--- src/rtl/event_accumulator.sv ---
// event_accumulator
// Captures DEPTH-sample records on each trigger, sums N such events
// point-by-point into an on-chip memory, then drains the summed record
// (optionally right-shifted for averaging) over a valid/ready handshake.
// Optional build macro: EVENT_ACC_SATURATE_EN. When it is defined, an
// overflowing sum stores all-ones. Without it, the sum wraps.
// The sticky overflow flag is set in both builds.

module event_accumulator #(
    parameter int DATA_W = 8,
    parameter int ACC_W  = 16,
    parameter int DEPTH  = 128
) (
    input  logic              clk,
    input  logic              rst,
    input  logic [DATA_W-1:0] inputData,
    input  logic              dataCaptureStrobe,
    input  logic [7:0]        numEventsToAdd,
    input  logic [3:0]        avgShift,
    input  logic              readyToTransmit,
    output logic [ACC_W-1:0]  dataOut,
    output logic              dataValid,
    output logic              busy,
    output logic [7:0]        eventCount,
    output logic              overflow,
    output logic [7:0]        droppedTrig
);

    localparam int AW = $clog2(DEPTH);

    localparam logic [3:0] ST_ARMED   = 4'b0001;
    localparam logic [3:0] ST_CAPTURE = 4'b0010;
    localparam logic [3:0] ST_CHECK   = 4'b0100;
    localparam logic [3:0] ST_DRAIN   = 4'b1000;

    logic [3:0]       state;
    logic [ACC_W-1:0] mem [DEPTH];
    logic [AW-1:0]    cap_addr;
    logic [AW:0]      rd_addr;     // MSB set once every word has been fetched
    logic [AW-1:0]    xfer_cnt;
    logic [7:0]       n_latched;
    logic [ACC_W:0]   sum_wide;
    logic [ACC_W-1:0] sum_store;
    logic [ACC_W-1:0] rd_word;
    logic [ACC_W-1:0] rd_shifted;
    logic             load_word;
    logic             xfer;

    assign busy      = (state != ST_ARMED);
    assign xfer      = dataValid & readyToTransmit;
    // Refill the output register when it is empty or being emptied this cycle.
    assign load_word = (state == ST_DRAIN) && !rd_addr[AW] && (!dataValid || readyToTransmit);

    // Accumulate the incoming sample into the addressed word, one carry bit wide.
    always_comb begin
        // NOTE: every always_comb output gets a default first so no latch is inferred.
        sum_wide = {1'b0, mem[cap_addr]} + (ACC_W+1)'(inputData);
        if (eventCount == 8'd0) begin
            // First event overwrites, so the memory never needs clearing.
            sum_wide = (ACC_W+1)'(inputData);
        end
        sum_store = sum_wide[ACC_W-1:0];
`ifdef EVENT_ACC_SATURATE_EN
        if (sum_wide[ACC_W]) begin
            sum_store = '1;
        end
`else
        // Wrap modulo 2^ACC_W: keep the low bits as they are.
`endif
    end

    // Fetch the next drain word and apply the per-word logical right shift.
    always_comb begin
        rd_word    = mem[rd_addr[AW-1:0]];
        rd_shifted = (int'(avgShift) >= ACC_W) ? '0 : (rd_word >> avgShift);
    end

    // Record memory: written only while capturing.
    // NOTE: the memory has no reset; the first-event overwrite makes old contents irrelevant.
    always_ff @(posedge clk) begin
        if (state == ST_CAPTURE) begin
            mem[cap_addr] <= sum_store;
        end
    end

    // Control FSM, counters, status flags and the drain output register.
    always_ff @(posedge clk) begin
        if (!rst) begin
            state       <= ST_ARMED;
            eventCount  <= 8'd0;
            dataValid   <= 1'b0;
            dataOut     <= '0;
            overflow    <= 1'b0;
            droppedTrig <= 8'd0;
            cap_addr    <= '0;
            rd_addr     <= '0;
            xfer_cnt    <= '0;
            n_latched   <= 8'd1;
        end else begin
            // Triggers arriving while busy are counted, not honoured.
            if (dataCaptureStrobe && (state != ST_ARMED) && (droppedTrig != 8'hFF)) begin
                droppedTrig <= droppedTrig + 8'd1;
            end

            case (state)
                ST_ARMED: begin
                    if (dataCaptureStrobe) begin
                        state    <= ST_CAPTURE;
                        cap_addr <= '0;
                        if (eventCount == 8'd0) begin
                            n_latched <= (numEventsToAdd == 8'd0) ? 8'd1 : numEventsToAdd;
                        end
                    end
                end

                ST_CAPTURE: begin
                    if (sum_wide[ACC_W]) begin
                        overflow <= 1'b1;
                    end
                    cap_addr <= cap_addr + 1'b1;
                    if (cap_addr == AW'(DEPTH - 1)) begin
                        state <= ST_CHECK;
                    end
                end

                ST_CHECK: begin
                    eventCount <= eventCount + 8'd1;
                    rd_addr    <= '0;
                    xfer_cnt   <= '0;
                    dataValid  <= 1'b0;
                    state      <= ((eventCount + 8'd1) == n_latched) ? ST_DRAIN : ST_ARMED;
                end

                ST_DRAIN: begin
                    if (load_word) begin
                        dataOut   <= rd_shifted;
                        dataValid <= 1'b1;
                        rd_addr   <= rd_addr + 1'b1;
                    end else if (xfer) begin
                        dataValid <= 1'b0;
                    end
                    if (xfer) begin
                        xfer_cnt <= xfer_cnt + 1'b1;
                        if (xfer_cnt == AW'(DEPTH - 1)) begin
                            state      <= ST_ARMED;
                            eventCount <= 8'd0;
                            dataValid  <= 1'b0;
                        end
                    end
                end

                default: state <= ST_ARMED;
            endcase
        end
    end

endmodule

--- config.mk ---
export PLATFORM = sky130hd
export DESIGN_NAME = event_accumulator
export DESIGN_NICKNAME = d
export VERILOG_FILES = /design/src/rtl/event_accumulator.sv
export SDC_FILE = /design/constraint.sdc
export NUM_CORES = 2
export LEC_CHECK = 0
export ABC_CLOCK_PERIOD_IN_PS = 16110
export CELL_PAD_IN_SITES_DETAIL_PLACEMENT = 2
export CELL_PAD_IN_SITES_GLOBAL_PLACEMENT = 2
export CORE_MARGIN = 4
export CORE_UTILIZATION = 54
export CTS_CLUSTER_DIAMETER = 150
export DETAILED_ROUTE_END_ITERATION = 16
export GPL_ROUTABILITY_DRIVEN = 0
export PLACE_DENSITY = 0.89
export SYNTH_ARGS = -nofsm -noshare
export SYNTH_HDL_FRONTEND = slang
export SYNTH_SLANG_ARGS = --single-unit
--- constraint.sdc ---
create_clock -name clk -period 16.11 [get_ports clk]
set_input_delay 3.222 -clock clk [delete_from_list [all_inputs] [get_ports clk]]
set_output_delay 3.222 -clock clk [all_outputs]
set_load 0.005 [all_outputs]
==> key figures, run 1 <==
Status
  – Status: did not finish
  – Last step reached: global routing (5_1_grt)
  – First error: [ERROR GRT-0228] Horizontal edge usage exceeds the maximum allowed. (5, 9) usage=65535 limit=3200

Synth
  – Total nets after synthesis: approximately 5200
  – Avg Inst Size Synth: 19.4 um^2
  – EDFF count, synth: a little over 2000
  – Number of different library cells in the post-synthesis netlist: 77
  – Summed instance area of the synthesized netlist: approximately 100000 um^2
  – Sequential fraction of the synthesis area: 63.3%
  – Most used flip-flop cell after synthesis: sky130_fd_sc_hd__edfxtp_1
  – Cells after Synth: 5138
  – Synthesis Warnings: 0
  – Proportion of synthesized flip-flops having asynchronous set or reset: 0%
  – Biggest area consumer among synthesized cells: sky130_fd_sc_hd__edfxtp_1
  – Largest cells by area after synthesis: sky130_fd_sc_hd__edfxtp_1 (62%), sky130_fd_sc_hd__mux4_2 (25%), sky130_fd_sc_hd__mux2i_1 (2.2%)
  – Number of storage elements in the synthesis netlist: between 2000 and 2500
  – Area share of the largest cell type after synthesis: 61.7%

CTS
  – Clock root buffer: sky130_fd_sc_hd__clkbuf_16
  – CTS buffer count: about 220
  – Count of hold-fix buffers inserted at cts: 0
  – Count of instances resized after the clock tree is built: 0
  – Sink count of the clock tree: 2130
  – Maximum clock insertion buffer count: 3
  – CTS H-tree depth: 4
  – Buffers inserted during post-CTS setup optimization: 0

Floorplan
  – Number of placement rows: about 160
  – Starting Density: between 50% and 60%
  – Die height: about 440 um
  – Die span in x: approximately 440 um
  – Total I/O pin count: roughly 60

Global route
  – Antenna violations before repair: between 100 and 150
  – Pin count of the biggest net entering global routing: between 100 and 150

Placed design
  – Final HPWL from detailed placement: 262000 um
  – Quantity of I/O buffers inserted on ports: between 50 and 60
[metrics by stage]
step / hold WS (ps) / instance area [um^2] / setup WS [ps] / std cells
after detailed placement: 466 / 104000 / 6070 / 7425
after floorplan: 448 / 99800 / 5120 / 5138
after global placement: 449 / 104000 / 7040 / 7425
after CTS: 515 / 111000 / 5430 / 7829
[logic make-up after synthesis]
group                      Yosys count  share of synthesized area, %
DFF                               2130                          63.3
muxes                             1357                          27.4
and+or+nand+nor                    682                          3.25
AOI/OAI and AO/OA                  514                          3.57
buffers and inverters              404                          1.94
xor gates and xnor gates            36                         0.316
adders and majority gates           15                         0.196
[Yosys cell counts (all sizes together) (18+ instances only)]
master and count:
a22oi 136, o22ai 69, nor2 256, o211ai 18
mux2 41, nand3 58, buf 225, nor2b 23
nand4 31, clkbuf 154, inv 23, xnor2 19
nand2b 19, o21ai 45, nand2 142, edfxtp 2048
a21oi 92, dfxtp 82, nor3 36, mux4 1095
mux2i 221
==> inputs of run 2 (changes only) <==
==> config.mk (replaced) <==
export PLATFORM = sky130hd
export DESIGN_NAME = event_accumulator
export DESIGN_NICKNAME = d
export VERILOG_FILES = /design/src/rtl/event_accumulator.sv
export SDC_FILE = /design/constraint.sdc
export NUM_CORES = 2
export LEC_CHECK = 0
export ABC_CLOCK_PERIOD_IN_PS = 16110
export CORE_MARGIN = 4
export CORE_UTILIZATION = 40
export DETAILED_ROUTE_END_ITERATION = 16
export GPL_ROUTABILITY_DRIVEN = 0
export PLACE_DENSITY_LB_ADDON = 0.15
export SYNTH_ARGS = -nofsm -noshare
export SYNTH_HDL_FRONTEND = slang
export SYNTH_SLANG_ARGS = --single-unit
==> run 2 against run 1 <==
The run now ends clean. Synthesized cell count unchanged. Synthesized area unchanged.
==> key figures, run 2 <==
Status
  – Status: complete, no violations (was did not finish)

Power and ir drop
  – Worst IR Drop VDD: ~100 uV
  – Switching power total: 2.42 mW
  – Power Total: 11.5 mW
  – Static leakage: between 30 and 40 nW
  – Sw Ratio: about a fifth
  – Areal power density over the cells: slightly above 100 nW/um^2
  – Part of the power in the clock network: between 40% and 50%
  – Internal power contribution: 9.03 mW
  – Share of power burned in registers: a little over half
  – Relative contribution of combinational cells to total power: around 2.7%

Placed design
  – Area after DPL: 105000 um^2 (was 104000 um^2)
  – Quantity of I/O buffers inserted on ports: 58 (unchanged)
  – Pre-CTS worst setup slack: 6870 ps (was 6070 ps)
  – Final HPWL from detailed placement: 220000 um (was 262000 um)
  – Number of placed instances, taps included: 8299 (was 7425)

Setup path
  – R2R setup slack: between 6000 and 7000 ps
  – Worst endpoint required time: 16640 ps
  – Kind of end point of the critical path: flop
  – Crit-path max FO: 100
  – Kind of critical path: flop to flop
  – Arrival time at the worst endpoint: ~10000 ps
  – Kind of start point of the critical path: flop

Layout
  – Share of post-route cells with drive strength above 1: between 30% and 40%
  – Top library cells by usage in the layout, fill and taps aside: sky130_fd_sc_hd__edfxtp_1 (2048), sky130_fd_sc_hd__mux4_2 (1095), sky130_fd_sc_hd__clkbuf_16 (228)
  – Synth-to-Final Area Change: 12.6%
  – Share of the core filled with cells: 45.2%
  – Registers with the highest flip-flop counts: mem (2048), dataOut (16)
  – # fillers: 21013
  – Filler-free cell count of the finished design: about 8700
  – Post-layout nets: approximately 5200
  – Largest register FFs: between 2000 and 2500
  – Most flops, register: mem
  – Most common cell after layout, fill and taps aside: sky130_fd_sc_hd__edfxtp_1
  – Final instance area: 112000 um^2

Synth
  – Count leader, synth: sky130_fd_sc_hd__edfxtp_1 (unchanged)
  – Largest cells by area after synthesis: sky130_fd_sc_hd__edfxtp_1 (62%), sky130_fd_sc_hd__mux4_2 (25%), sky130_fd_sc_hd__mux2i_1 (2.2%) (unchanged)
  – Biggest area consumer among synthesized cells: sky130_fd_sc_hd__edfxtp_1 (unchanged)
  – Area share of the largest cell type after synthesis: 61.7% (unchanged)
  – Xor and xnor area share after synthesis: 0.316% (unchanged)
  – Most used flip-flop cell after synthesis: sky130_fd_sc_hd__edfxtp_1 (unchanged)
  – Avg Inst Size Synth: 19.4 um^2 (unchanged)
  – Summed instance area of the synthesized netlist: 99800 um^2 (unchanged)
  – Total nets after synthesis: 5177 (unchanged)
  – Fraction of the mapped netlist area in compound gates: 3.57% (unchanged)
  – Post-synthesis simple-gate area fraction: 3.25% (unchanged)
  – Synthesis Warnings: 0 (unchanged)
  – Mux cell area share after synthesis: 27.4% (unchanged)
  – EDFF count, synth: 2048 (unchanged)
  – Largest family of logic cells by synthesized area: multiplexers (unchanged)
  – Sequential fraction of the synthesis area: 63.3% (unchanged)
  – Cells after Synth: 5138 (unchanged)
  – Number of different library cells in the post-synthesis netlist: 77 (unchanged)
  – Number of storage elements in the synthesis netlist: 2130 (unchanged)
  – Adder-cell share of the synthesized area: 0.196% (unchanged)
  – Proportion of synthesized flip-flops having asynchronous set or reset: 0% (unchanged)
  – Most frequent cells after synthesis: sky130_fd_sc_hd__edfxtp_1 (2048), sky130_fd_sc_hd__mux4_2 (1095), sky130_fd_sc_hd__nor2_1 (256) (unchanged)

CTS
  – Sink count of the clock tree: 2130 (unchanged)
  – Clk_lat worst skew: 890 ps
  – Clock root buffer: sky130_fd_sc_hd__clkbuf_16 (unchanged)
  – Maximum clock insertion buffer count: 3 (unchanged)
  – Buffers inserted during post-CTS setup optimization: 0 (unchanged)
  – TritonCTS clock tree: built
  – Count of instances resized after the clock tree is built: 0 (unchanged)
  – Count of hold-fix buffers inserted at cts: 0 (unchanged)
  – CTS buffer count: 224 (was 216)
  – Clock transition at the registers of the reported paths: ~60 ps
  – CTS H-tree depth: 4 (unchanged)

Floorplan
  – Die height: 507 um (was 438 um)
  – Std-Cell Core Area: roughly 250000 um^2
  – Die Area: ~260000 um^2
  – Total I/O pin count: 59 (unchanged)
  – Starting Density: 40.2% (was 54.4%)
  – Number of placement rows: 183 (was 157)
  – Die span in x: 507 um (was 438 um)

Routing
  – Vias after detailed routing: 58631
  – Routed Wire Length: between 300000 and 400000 um
  – First drt pass iteration count: 5
  – First-iteration detailed-routing DRC count: between 8000 and 9000
  – Residual antenna-violating net count after detailed routing: 0
  – Remaining design rule violation count: 0
  – Post-DR wirelength/cell: ~42 um
  – Via count normalized by instance count: between 6 and 7

STA
  – Clock tree skew after final layout: 43.7 ps
  – Post-route clock period utilization: between 50% and 60%
  – Maximum operating frequency: between 0.1 and 0.15 GHz
  – Final period demand of the worst path: 9520 ps
  – Endpoints failing setup: 0
  – Actual slew at the worst max-slew pin: 1350 ps
  – Fin worst setup slack: roughly 6600 ps
  – Setup TNS Final: 0 ps
  – Hold slack final: 489 ps
  – Final Slew Violations: 0
  – Unrepaired setup endpoints after global routing: false
  – Slew margin rel.: a little under a tenth
  – Final hold violations: 0

Global route
  – Overall routing resource usage: around 28%
  – Antenna violations before repair: 26
  – Gr ovfl total: 0
  – Pin count of the biggest net entering global routing: between 100 and 150
  – Via count of the first global-routing pass: 58052
  – First-pass GRT wire length: about 500000 um

Worst hold path
  – Min-Delay Path Class: flop to flop

Job
  – Max Cap Violations: 0
[run 2: cell counts after synthesis]
Identical to the previous run, type by type.
[run 2: logic make-up after synthesis]
group           Yosys count
buf+inv                 404
xor+xnor                 36
compound gates          514
mux                    1357
flops                  2130
simple gates            682
fa+ha+maj                15
[run 2: worst paths after layout]
path | cells after the start | to | from
setup reg to reg | 19 | mem[114][12]$_DFFE_PP_ | flop
hold / removal | 2 | dataOut[0]$_SDFFE_PN0P_ | dataOut[0]$_SDFFE_PN0P_
setup / recovery | 19 | mem[114][12]$_DFFE_PP_ | flop
hold reg to reg | 2 | dataOut[0]$_SDFFE_PN0P_ | dataOut[0]$_SDFFE_PN0P_
[run 2: final cells by class]
cell class	instances	area, um^2	area share, %
Inverter	25	93.8	0.0836
Antenna cell	8	20.0	0.0178
Multi-Input combinational cell	2604	35900	31.9
Clock inverter	129	1100	0.980
Clock buffer	289	6000	5.35
Timing Repair Buffer	211	1890	1.68
Sequential cell	2130	63200	56.3
Tap cell	3330	4170	3.71
[run 2: per-layer routing]
| layer | share of wire, % | routed length [um] | track usage (%) |
|---|---|---|---|
| met3 | 10 | 36400 | 6.34 |
| met4 | 5.3 | 19200 | 12.2 |
| met1 | 39 | 140000 | 38.2 |
| met2 | 46 | 167000 | 43.3 |
| met5 | 0.015 | 55 | 0 |
[run 2: critical path, cell delays in order, from the launching register on]
cell                        delay, ps
sky130_fd_sc_hd__dfxtp_4          990
sky130_fd_sc_hd__buf_12           600
sky130_fd_sc_hd__buf_4            630
sky130_fd_sc_hd__mux4_2           580
sky130_fd_sc_hd__mux4_2           510
sky130_fd_sc_hd__mux4_2           650
sky130_fd_sc_hd__mux2_2           360
sky130_fd_sc_hd__ha_1             210
sky130_fd_sc_hd__inv_1             90
sky130_fd_sc_hd__fa_1             220
sky130_fd_sc_hd__nor2b_1           70
sky130_fd_sc_hd__o21ai_0          220
sky130_fd_sc_hd__a21boi_0         210
sky130_fd_sc_hd__o21ai_0          240
sky130_fd_sc_hd__a21boi_0         220
sky130_fd_sc_hd__o21ai_0          880
sky130_fd_sc_hd__a2111oi_0        370
sky130_fd_sc_hd__xnor2_1          300
sky130_fd_sc_hd__nor2_4           550
sky130_fd_sc_hd__buf_4            840
[run 2: power groups by stage]
stage          registers, mW  logic, mW  clock network, mW
2_1_floorplan           6.16      0.202                  0
3_3_place_gp            6.16      0.305                  0
3_5_place_dp            6.16      0.306                  0
4_1_cts                 6.04      0.307               5.17
5_1_grt                 6.04      0.325               5.40
6_report                6.04      0.311               5.10
Power figures use the tool's default switching activity.
